$ cat src/rtl/multi_scale_seq.sv
// multi_scale_seq: captures one DW-bit sample over a valid/ready handshake,
// then presents it multiplied by each of N constant coefficients on N
// consecutive output beats. The beats obey downstream backpressure.
// Back-to-back samples run with no bubble. Continuous mode replays the held sample.
module multi_scale_seq #(
    parameter int                DW   = 8,
    parameter int                N    = 4,
    parameter int                CW   = 4,
    parameter logic [N*CW-1:0]   COEF = 16'h8731,
    localparam int               OW   = DW + CW,
    localparam int               IW   = (N > 2) ? $clog2(N) : 1
) (
    input  logic          clk,
    input  logic          rst,
    input  logic [DW-1:0] d,
    input  logic          in_valid,
    output logic          in_ready,
    input  logic          cont,
    input  logic          out_ready,
    output logic [OW-1:0] out,
    output logic          out_valid,
    output logic [IW-1:0] out_idx,
    output logic          out_last,
    output logic          input_grant
);

    typedef enum logic {IDLE, RUN} state_t;

    localparam logic [IW-1:0] LAST_IDX = IW'(N - 1);

    state_t        state_q, state_d;
    logic [DW-1:0] d_reg, d_reg_d;
    logic [OW-1:0] out_d;
    logic [IW-1:0] idx_d;
    logic          grant_d;
    logic          accept;

    // Sample times coefficient 'sel'. The coefficient is a constant, so this reduces to shift-add.
    function automatic logic [OW-1:0] scale(input logic [DW-1:0] s,
                                            input logic [IW-1:0] sel);
        logic [CW-1:0] c;
        c = '0;
        for (int k = 0; k < N; k++) begin
            if (sel == IW'(k)) c = COEF[k*CW +: CW];
        end
        return OW'(s) * OW'(c);
    endfunction

    // The beat is valid whenever a sequence is running. The last-beat flag is decoded from the registered index.
    assign out_valid = (state_q == RUN);
    assign out_last  = out_valid & (out_idx == LAST_IDX);
    assign in_ready  = !out_valid | (out_last & out_ready);
    assign accept    = in_valid & in_ready;

    // Next-state decode: accept wins, then advance, then continuous replay, then idle.
    always_comb begin
        // NOTE: every output of this block gets a hold default first so no path infers a latch.
        state_d = state_q;
        d_reg_d = d_reg;
        out_d   = out;
        idx_d   = out_idx;
        grant_d = input_grant;
        if (accept) begin
            state_d = RUN;
            d_reg_d = d;
            idx_d   = '0;
            out_d   = scale(d, '0);
            grant_d = 1'b1;
        end else if (out_valid && out_ready) begin
            grant_d = 1'b0;
            if (!out_last) begin
                idx_d = out_idx + IW'(1);
                out_d = scale(d_reg, out_idx + IW'(1));
            end else if (cont) begin
                idx_d = '0;
                out_d = scale(d_reg, '0);
            end else begin
                state_d = IDLE;
                idx_d   = '0;
                out_d   = '0;
            end
        end
    end

    // State and output registers. The asynchronous reset discards any in-flight sequence.
    always_ff @(posedge clk or negedge rst) begin
        if (!rst) begin
            state_q     <= IDLE;
            d_reg       <= '0;
            out         <= '0;
            out_idx     <= '0;
            input_grant <= 1'b0;
        end else begin
            // NOTE: non-blocking updates let every register see pre-edge values, independent of statement order.
            state_q     <= state_d;
            d_reg       <= d_reg_d;
            out         <= out_d;
            out_idx     <= idx_d;
            input_grant <= grant_d;
        end
    end

endmodule

$ cat config.mk
export PLATFORM = sky130hd
export DESIGN_NAME = multi_scale_seq
export DESIGN_NICKNAME = d
export VERILOG_FILES = /design/src/rtl/multi_scale_seq.sv
export SDC_FILE = /design/constraint.sdc
export NUM_CORES = 1
export LEC_CHECK = 0
export BUFFER_PORTS_ARGS = -buffer_cell sky130_fd_sc_hd__buf_2
export CORE_MARGIN = 3
export CORE_UTILIZATION = 55
export DETAILED_ROUTE_END_ITERATION = 6
export PLACE_DENSITY_LB_ADDON = 0.08
export SKIP_LAST_GASP = 1
export SLEW_MARGIN = 5
export SYNTH_ARGS = -nofsm -noshare
export SYNTH_HDL_FRONTEND = slang
export SYNTH_SLANG_ARGS = --single-unit
$ cat constraint.sdc
create_clock -name clk -period 5.8 [get_ports clk]
set_input_delay 0.29 -clock clk [delete_from_list [all_inputs] [get_ports clk]]
set_output_delay 0.29 -clock clk [all_outputs]
set_load 0.03 [all_outputs]
==> key figures, run 1 <==
Critical path
  – Required @ worst endpoint: 5940 ps
  – Crit path top cell by count: inv_1
  – Setup CP Type: reg -> reg
  – Slowest stage cell, crit path: dfrtp_1
  – Startpoint Class: flip-flop
  – Largest stage delay on the critical path: 570 ps
  – Crit path DAT: 3740 ps
  – CP delay by family, top: adder cells
  – CP cell instances: inv_1, ha_1, and2_1, fa_1, inv_1, fa_1, inv_1, ha_1, and2b_1, o31ai_2, a21boi_0, xnor2_1, o21ai_0
  – Crit end category: flip-flop
  – Crit-path max FO: 12
  – Buf/Inv on CP: 3

Final layout
  – Max FFs per register: 12
  – Area Overhead vs Synth: 10.2%
  – Util after Layout: 65.6%
  – Design area: 2290 sq um
  – Filler cells: 312
  – Ant. Diodes: 0
  – Layout cells sized above 1: 18.4%
  – Final nets: roughly 310
  – Non-Filler Instances: 307

Floorplan
  – Core Region: 3490 sq um
  – Die width: 67.5 um
  – Row count: 21
  – Die Area: ~4600 sq um
  – Die Ht: roughly 67 um
  – I/O pin cnt: 31
  – Initial Utilization: between 50% and 60%

Logic synthesis
  – Synthesized instance count: around 230
  – Dominant synthesized flop cell: dfrtp_1
  – Synth warn: 0
  – Syn Nets: 277
  – EDFF count, synth: 0
  – Netlist cell types: 41
  – Register area share after synthesis: 28.9%
  – Synth Area per Inst: 8.96 sq um
  – Flop and latch count out of synthesis: 24
  – Mapped cell area: 2080 sq um
  – Ys async rst share: 100%

Clock tree
  – Hold-fix buffers, CTS: 0
  – Clock latency on the worst-skew pair: 260 ps
  – Clock Tree Buf Depth: 2
  – CTS sink cnt: 24
  – CTS resizes: 0
  – Clk slew on worst S/H paths: 80 ps
  – CTS root buf: clkbuf_8
  – CTS Buf Count: 3
  – H-tree depth: 1
  – CTS tree: yes
  – Post-CTS setup buffers: 0

Global routing
  – First-pass GRT wire length: 7.94 mm
  – Total global-route track usage: 23.2%
  – Vias in the first global route: 1631
  – Pin count of the biggest net entering global routing: 25
  – Gr ovfl total: 0
  – Initial antenna violation count: 0

Route
  – Vias: between 1500 and 2000
  – Drt wl/cell: 15.5 um
  – DRT antenna net count: 0
  – Remaining DRCs: 0
  – First drt pass iteration count: 4
  – DRT iter0 DRCs: 87
  – Routed vias/inst: 5.50
  – Post-Route WL: between 4 and 5 mm

Worst hold path
  – Hold Crit Class: in -> async

STA
  – Slew headroom: 21.0%
  – Setup_tns: 0 ps
  – Worst Tran Pin Value: 1190 ps
  – Unrepaired setup endpoints after global routing: false
  – Final setup fails: 0
  – Fin crit share: between 60 and 70%
  – Min cycle time layout: between 3000 and 4000 ps
  – Clock skew: 1.58 ps
  – Slew Limit Fails: 0
  – Maximum clock rate: between 200 and 300 MHz
  – Final Hold Viols: 2
  – Hold WS: -1.48 ps

Outcome
  – Failing checks: negative hold slack
  – Status: finished, violations left

Run
  – Max Cap Viol: 0

Placed design
  – Port-buffer cells: 30
  – Gp weighted congestion: 0.924
  – Post-DP HPWL: ~3.8 mm
  – DP Cell Count: between 300 and 400
  – Post-Place Cell Area: 2250 sq um

Power and ir drop
  – PD cells: about 620 nW/um^2
  – VDD IR-drop max: 329 uV
  – Static Leak: 1.19 nW
==> through the flow <==
step / power, mW / worst slack [ps]
floorplan: 1.08 / 2320
global placement: 1.30 / 2300
detailed placement: 1.32 / 2170
CTS: 1.42 / 2180
global route: 1.56 / 1890
finish: 1.41 / 2200
==> per-layer routing <==
layer  part of all wire [%]  up-vias  global-route usage, %
li1                       -      827                      -
met1                     48      817                   32.4
met2                     46       36                   37.4
met3                    4.1        8                   3.49
met4                    1.6        0                   5.82
met5                      0        -                      0
==> cells by family after synthesis <==
group | share of synthesized area, %
simple gates | 23.7
compound gates | 15.0
fa+ha+maj | 23.6
buf+inv | 5.78
flops | 28.9
xor+xnor | 2.11
mux | 0.963
==> synthesized netlist by cell type (2+ instances only) <==
cell type   n  area [sq um]
a21o_1      3          22.5
a21oi_1     9          45.0
a21oi_4     2          32.5
a221oi_1    3          26.3
a22oi_1     6          45.0
a31oi_1     4          25.0
and2_1     14          87.6
and3_1      2          12.5
buf_4       2          15.0
buf_6       2          22.5
dfrtp_1    24           601
fa_1       12           240
ha_1       20           250
inv_1      21          78.8
mux2i_1     2          20.0
nand2_1    39           146
nand2_2     5          31.3
nand2b_1    4          25.0
nand3_1     2          10.0
nor2_1     12          45.0
nor2b_1    10          62.6
nor3_2      2          20.0
o21a_1      2          15.0
o21ai_0     7          35.0
o21ai_1     2          10.0
o22ai_1     3          18.8
xnor2_1     4          35.0
==> worst paths after layout <==
check                                           to                     from  cells past startpoint  slack, ps
setup / recovery                out[8]$_DFFE_PN0P_   out_idx[1]$_DFFE_PN0P_                     13       2200
hold / removal                d_reg[5]$_DFFE_PN0P_                      rst                      1         -1
setup reg to reg                out[8]$_DFFE_PN0P_   out_idx[1]$_DFFE_PN0P_                     13       2200
hold reg to reg            input_grant$_DFFE_PN0P_  input_grant$_DFFE_PN0P_                      2        500
max in group asynchronous   out_idx[1]$_DFFE_PN0P_                      rst                      1       5440
min in group clk              d_reg[6]$_DFFE_PN0P_                     d[6]                      3        240
==> cell type report <==
class	count	area (sq um)	area share [%]
Multi-Input combinational cell	182	1360	59.3
Sequential cell	24	601	26.2
Timing Repair Buffer	30	150	6.55
Inverter	22	82.6	3.60
Tap cell	46	57.6	2.51
Clock buffer	3	41.3	1.80
==> worst reg2reg max path: stages (launching register included) <==
cell and delay, ps:
dfrtp_1 570, inv_1 140, ha_1 290, and2_1 190
fa_1 500, inv_1 60, fa_1 530, inv_1 40
ha_1 340, and2b_1 200, o31ai_2 240, a21boi_0 160
xnor2_1 140, o21ai_0 80
==> report_power, final <==
| part | total, mW | internal, mW | switching [mW] |
|---|---|---|---|
| combinational | 0.985 | 0.401 | 0.584 |
| clock | 0.0987 | 0.0465 | 0.0522 |
| sequential | 0.326 | 0.240 | 0.0861 |
| total | 1.41 | 0.687 | 0.723 |
==> placed cells by master (no fill, tap or decap), types with 4 or more instances in the layout <==
cell type	n
buf_2	30
nand2b_1	4
a22oi_1	6
nand2_1	39
nor2b_1	10
inv_1	21
nand2_2	5
nor2_1	12
xnor2_1	4
and2_1	14
o21ai_0	7
a31oi_1	4
a21oi_1	9
ha_1	20
fa_1	12
dfrtp_1	24
Power figures use the tool's default switching activity.
==> run 2, diff against run 1 <==
==> constraint.sdc (replaced) <==
create_clock -name clk -period 3.34 [get_ports clk]
set_input_delay 0.167 -clock clk [delete_from_list [all_inputs] [get_ports clk]]
set_output_delay 0.167 -clock clk [all_outputs]
set_load 0.03 [all_outputs]
==> key figures, run 2 (same netlist as run 1, synthesis figures left out) <==
Outcome
  – Status: completed

Final layout
  – Filler cells: 279
  – Area Overhead vs Synth: 18.7%
  – Max FFs per register: 12
  – Multi-input gate area: 1440 sq um
  – Util after Layout: between 70 and 80%
  – Ant. Diodes: 0
  – Commonest non-fill, non-tap cells in the layout: nand2_1 (39), buf_2 (30), dfrtp_1 (22)
  – Layout cells sized above 1: 27.1%
  – Register area: 603 sq um
  – Final nets: 319
  – Most common cell after layout, fill and taps aside: nand2_1

Power and ir drop
  – PD cells: around 1100 nW/um^2
  – VDD IR-drop max: 600 uV
  – Static Leak: 1.26 nW
  – Total Power: between 2 and 3 mW

Critical path
  – Crit-path max FO: 6
  – Setup CP Type: reg -> reg
  – Crit path DAT: 3380 ps
  – Crit end category: flip-flop
  – Required @ worst endpoint: approximately 3500 ps
  – Startpoint Class: flip-flop

STA
  – Final worst setup slack: 111 ps
  – Maximum clock rate: 310 MHz
  – Slew Limit Fails: 0
  – Min cycle time layout: 3230 ps
  – Final setup fails: 0
  – Fin crit share: 96.7%
  – Unrepaired setup endpoints after global routing: true
  – Clock skew: 2.39 ps
  – Slew headroom: ~65%
  – Final Hold Viols: 0
  – Worst Tran Pin Value: 522 ps
  – Setup_tns: 0 ps

Floorplan
  – Row count: 21
  – Initial Utilization: 59.5%
  – Die width: 67.5 um
  – Die Area: 4550 sq um
  – Die Ht: 67.5 um
  – I/O pin cnt: 31
  – Core Region: 3490 sq um

Route
  – Routed vias/inst: 5.60
  – Vias: 1786
  – DRT iter0 DRCs: 127
  – Drt wl/cell: 16.0 um
  – Post-Route WL: 5.10 mm
  – Remaining DRCs: 0
  – First drt pass iteration count: 4
  – DRT antenna net count: 0

Global routing
  – Gr ovfl total: 0
  – Initial antenna violation count: 0
  – Total global-route track usage: 25.5%
  – First-pass GRT wire length: a little under 9 mm
  – Vias in the first global route: roughly 1800
  – Pin count of the biggest net entering global routing: 25

Clock tree
  – Clock Tree Buf Depth: 2
  – H-tree depth: 1
  – Clock latency on the worst-skew pair: 270 ps
  – CTS tree: yes
  – Clk slew on worst S/H paths: 80 ps
  – CTS sink cnt: 24
  – CTS Buf Count: 3
  – CTS root buf: clkbuf_8
  – Post-CTS setup buffers: 0

Placed design
  – Gp weighted congestion: 0.927
  – Pre-CTS WS: -28.8 ps
  – Post-DP HPWL: 3.96 mm
  – Port-buffer cells: 30

Worst hold path
  – Hold Crit Class: in -> reg

Run
  – Max Cap Viol: 0
[run 2: cell count changes in the layout (fill, tap and decap cells not counted), sizes merged]
cell | previous run | this run
buf | 30 | 40
clkbuf | 3 | 4
dlygate4sd3 | 0 | 1
[run 2: final timing paths]
kind	start	end	slack [ps]	depth (start not counted)
hold reg to reg	input_grant$_DFFE_PN0P_	input_grant$_DFFE_PN0P_	490	2
hold / removal	d[4]	d_reg[4]$_DFFE_PN0P_	100	3
max in group asynchronous	rst	out_idx[1]$_DFFE_PN0P_	2560	2
min in group asynchronous	rst	d_reg[5]$_DFFE_PN0P_	400	2
setup reg to reg	out_idx[0]$_DFFE_PN0P_	out[10]$_DFFE_PN0P_	110	13
setup / recovery	out_idx[0]$_DFFE_PN0P_	out[10]$_DFFE_PN0P_	110	13
[run 2: final cells by class]
cell class,instances,area share (%)
multi-input cells,182,58.1
well taps,46,2.33
repair buffers,41,9.53
clock buffers,4,2.23
inverters,22,3.35
flip-flops and latches,24,24.4
[run 2: what timing repair did]
action / in CTS / in global routing
endpoints found under the setup margin: 2 / 6
endpoints found under the hold margin: 24 / 0
gates cloned: 0 / 0
hold buffers: 1 / 0
gates resized for setup: 5 / 13
pin swaps: 0 / 3
[run 2: worst max-delay path, stage by stage (launching register included)]
cell     delay (ps)
dfrtp_2         410
inv_2            60
ha_4            170
and2_1          150
fa_1            530
inv_1            60
fa_1            550
inv_2            50
ha_4            230
and2b_2         220
o31ai_4         290
a21oi_2         100
xnor2_1         190
o21ai_1          80
[run 2: through the flow]
| stage | hold slack [ps] | std cells | instance area [sq um] |
|---|---|---|---|
| after CTS | 97.4 | 319 | 2410 |
| after global placement | 178 | 314 | 2330 |
| final | 98.7 | 319 | 2470 |
| after detailed placement | 176 | 314 | 2330 |
| after floorplan | -129 | 232 | 2080 |
| after global routing | 104 | 319 | 2470 |
[run 2: layer usage]
metal	vias up	part of all wire [%]	track usage [%]
met2	50	48	40.9
met5	-	0	0
li1	855	-	-
met1	868	45	35.4
met3	13	4.7	2.83
met4	0	2.2	8.86
[run 2: where the power goes]
part | internal (mW) | leakage, nW | switching (mW) | total, mW
sequential | 0.419 | 0.294 | 0.135 | 0.555
combinational | 0.885 | 0.932 | 1.17 | 2.05
clock | 0.106 | 0.0288 | 0.0964 | 0.202
==> run 3, diff against run 2 <==
--- a/config.mk
+++ b/config.mk
@@ -9,7 +9,8 @@
 export CORE_MARGIN = 3
 export CORE_UTILIZATION = 55
 export DETAILED_ROUTE_END_ITERATION = 6
-export PLACE_DENSITY_LB_ADDON = 0.08
+export HOLD_SLACK_MARGIN = 0.1
+export PLACE_DENSITY = 0.77
 export SKIP_LAST_GASP = 1
 export SLEW_MARGIN = 5
 export SYNTH_ARGS = -nofsm -noshare
==> key figures, run 3 (same netlist as run 1, synthesis figures left out) <==
Global routing
  – Gr ovfl total: 0
  – Busiest grt layer: met2
  – Initial antenna violation count: 0
  – Pin count of the biggest net entering global routing: 25
  – M3 GR Usage: 3.66%
  – Total global-route track usage: 24.6%
  – Grt met2 use: 40.8%
  – First-pass GRT wire length: 8.40 mm
  – Met1 usage: 33.3%
  – Vias in the first global route: 1788

Run
  – Max Cap Viol: 0

Placed design
  – Pre-CTS WS: -96.1 ps
  – Post-DP HPWL: between 3 and 4 mm
  – Gp weighted congestion: 0.946
  – Port-buffer cells: 30

STA
  – Clock skew: between 2 and 2.5 ps
  – Worst Tran Pin Value: 548 ps
  – Final setup fails: 0
  – Slew Limit Fails: 0
  – Setup_tns: 0 ps
  – Min cycle time layout: ~3200 ps
  – Unrepaired setup endpoints after global routing: true
  – Final worst setup slack: between 90 and 100 ps
  – Fin crit share: 97.1%
  – Maximum clock rate: 308 MHz
  – Slew headroom: 63.5%
  – Final Hold Viols: 0

Floorplan
  – Die Area: 4550 sq um
  – Row count: 21
  – Core Region: 3490 sq um
  – Initial Utilization: 59.5%
  – Die Ht: 67.5 um
  – I/O pin cnt: 31
  – Die width: just under 70 um

Critical path
  – Crit end category: flip-flop
  – Required @ worst endpoint: 3490 ps
  – Setup CP Type: reg -> reg
  – Crit-path max FO: 6
  – Crit path DAT: between 3000 and 4000 ps
  – Startpoint Class: flip-flop

Power and ir drop
  – PD cells: 1120 nW/um^2
  – Total Power: 2.80 mW
  – Static Leak: 1.27 nW
  – VDD IR-drop max: 645 uV

Route
  – Routed vias/inst: 5.50
  – DRT iter0 DRCs: 86
  – DRT antenna net count: 0
  – Drt wl/cell: 15.5 um
  – Post-Route WL: around 5 mm
  – Remaining DRCs: 0
  – Vias: 1783
  – First drt pass iteration count: 4

Clock tree
  – Clock latency on the worst-skew pair: 270 ps
  – Clk slew on worst S/H paths: 90 ps
  – CTS Buf Count: 3
  – CTS tree: yes
  – CTS root buf: clkbuf_8
  – CTS sink cnt: 24
  – Clock Tree Buf Depth: 2
  – H-tree depth: 1

Final layout
  – Commonest non-fill, non-tap cells in the layout: nand2_1 (39), buf_2 (30), dfrtp_1 (22)
  – Most common cell after layout, fill and taps aside: nand2_1
  – Final nets: 324
  – Layout cells sized above 1: 27.0%
  – Max FFs per register: 12
  – Area Overhead vs Synth: 20.3%
  – Ant. Diodes: 0

Worst hold path
  – Hold Crit Class: in -> reg

Outcome
  – Status: completed
==> run 3: worst paths after layout <==
| path | start | end | slack (ps) | cells past startpoint |
|---|---|---|---|---|
| max reg2reg | out_idx[0]$_DFFE_PN0P_ | out[8]$_DFFE_PN0P_ | 100 | 13 |
| min | d[4] | d_reg[4]$_DFFE_PN0P_ | 100 | 3 |
| max in group asynchronous | rst | out_idx[0]$_DFFE_PN0P_ | 2530 | 2 |
| min in group asynchronous | rst | out[5]$_DFFE_PN0P_ | 410 | 2 |
| max | out_idx[0]$_DFFE_PN0P_ | out[8]$_DFFE_PN0P_ | 100 | 13 |
| min reg2reg | input_grant$_DFFE_PN0P_ | input_grant$_DFFE_PN0P_ | 480 | 2 |
==> run 3: where the power goes <==
| group | switching [mW] | total (mW) | internal [mW] |
|---|---|---|---|
| sequential | 0.130 | 0.550 | 0.419 |
| combinational | 1.16 | 2.04 | 0.887 |
| clock | 0.0998 | 0.205 | 0.106 |
| total | 1.39 | 2.80 | 1.41 |
==> run 3: critical path, stage by stage (launching register included) <==
cell and delay [ps]:
dfrtp_2 440, inv_2 90, ha_4 150, nand2_1 80, fa_1 540, inv_1 60, fa_1 540, inv_1 70
fa_1 430, and2b_2 260, o31ai_4 90, a21boi_1 170, xnor2_1 130, o21ai_0 80
==> run 3: area by class of cell <==
type | instances | area (sq um)
fillers | 294 | 993
clock buffers | 4 | 55.1
flip-flops and latches | 24 | 603
inverters | 22 | 82.6
multi-input cells | 182 | 1430
repair buffers | 46 | 278
well taps | 46 | 57.6
==> run 3: layer usage <==
layer / up-vias / share of wire [%]
met2: 37 / 49
met3: 10 / 3.6
li1: 862 / -
met1: 874 / 45
met5: - / 0
met4: 0 / 2.2
==> run 3: what timing repair did <==
action,4_1_cts,5_1_grt
buffers inserted,0,2
hold buffers,2,1
pin swaps,2,5
endpoints found under the hold margin,25,1
endpoints found under the setup margin,2,6
resized for setup,6,9
==> run 3: through the flow <==
step / area (sq um) / utilization (%) / hold WS, ps / instances
2_1_floorplan: 2080 / - / -129 / 232
3_3_place_gp: 2330 / 66.8 / 183 / 315
3_5_place_dp: 2330 / 66.8 / 179 / 315
4_1_cts: 2430 / 69.7 / 101 / 321
5_1_grt: 2500 / 71.6 / 114 / 324
6_report: 2500 / 71.6 / 99.0 / 324
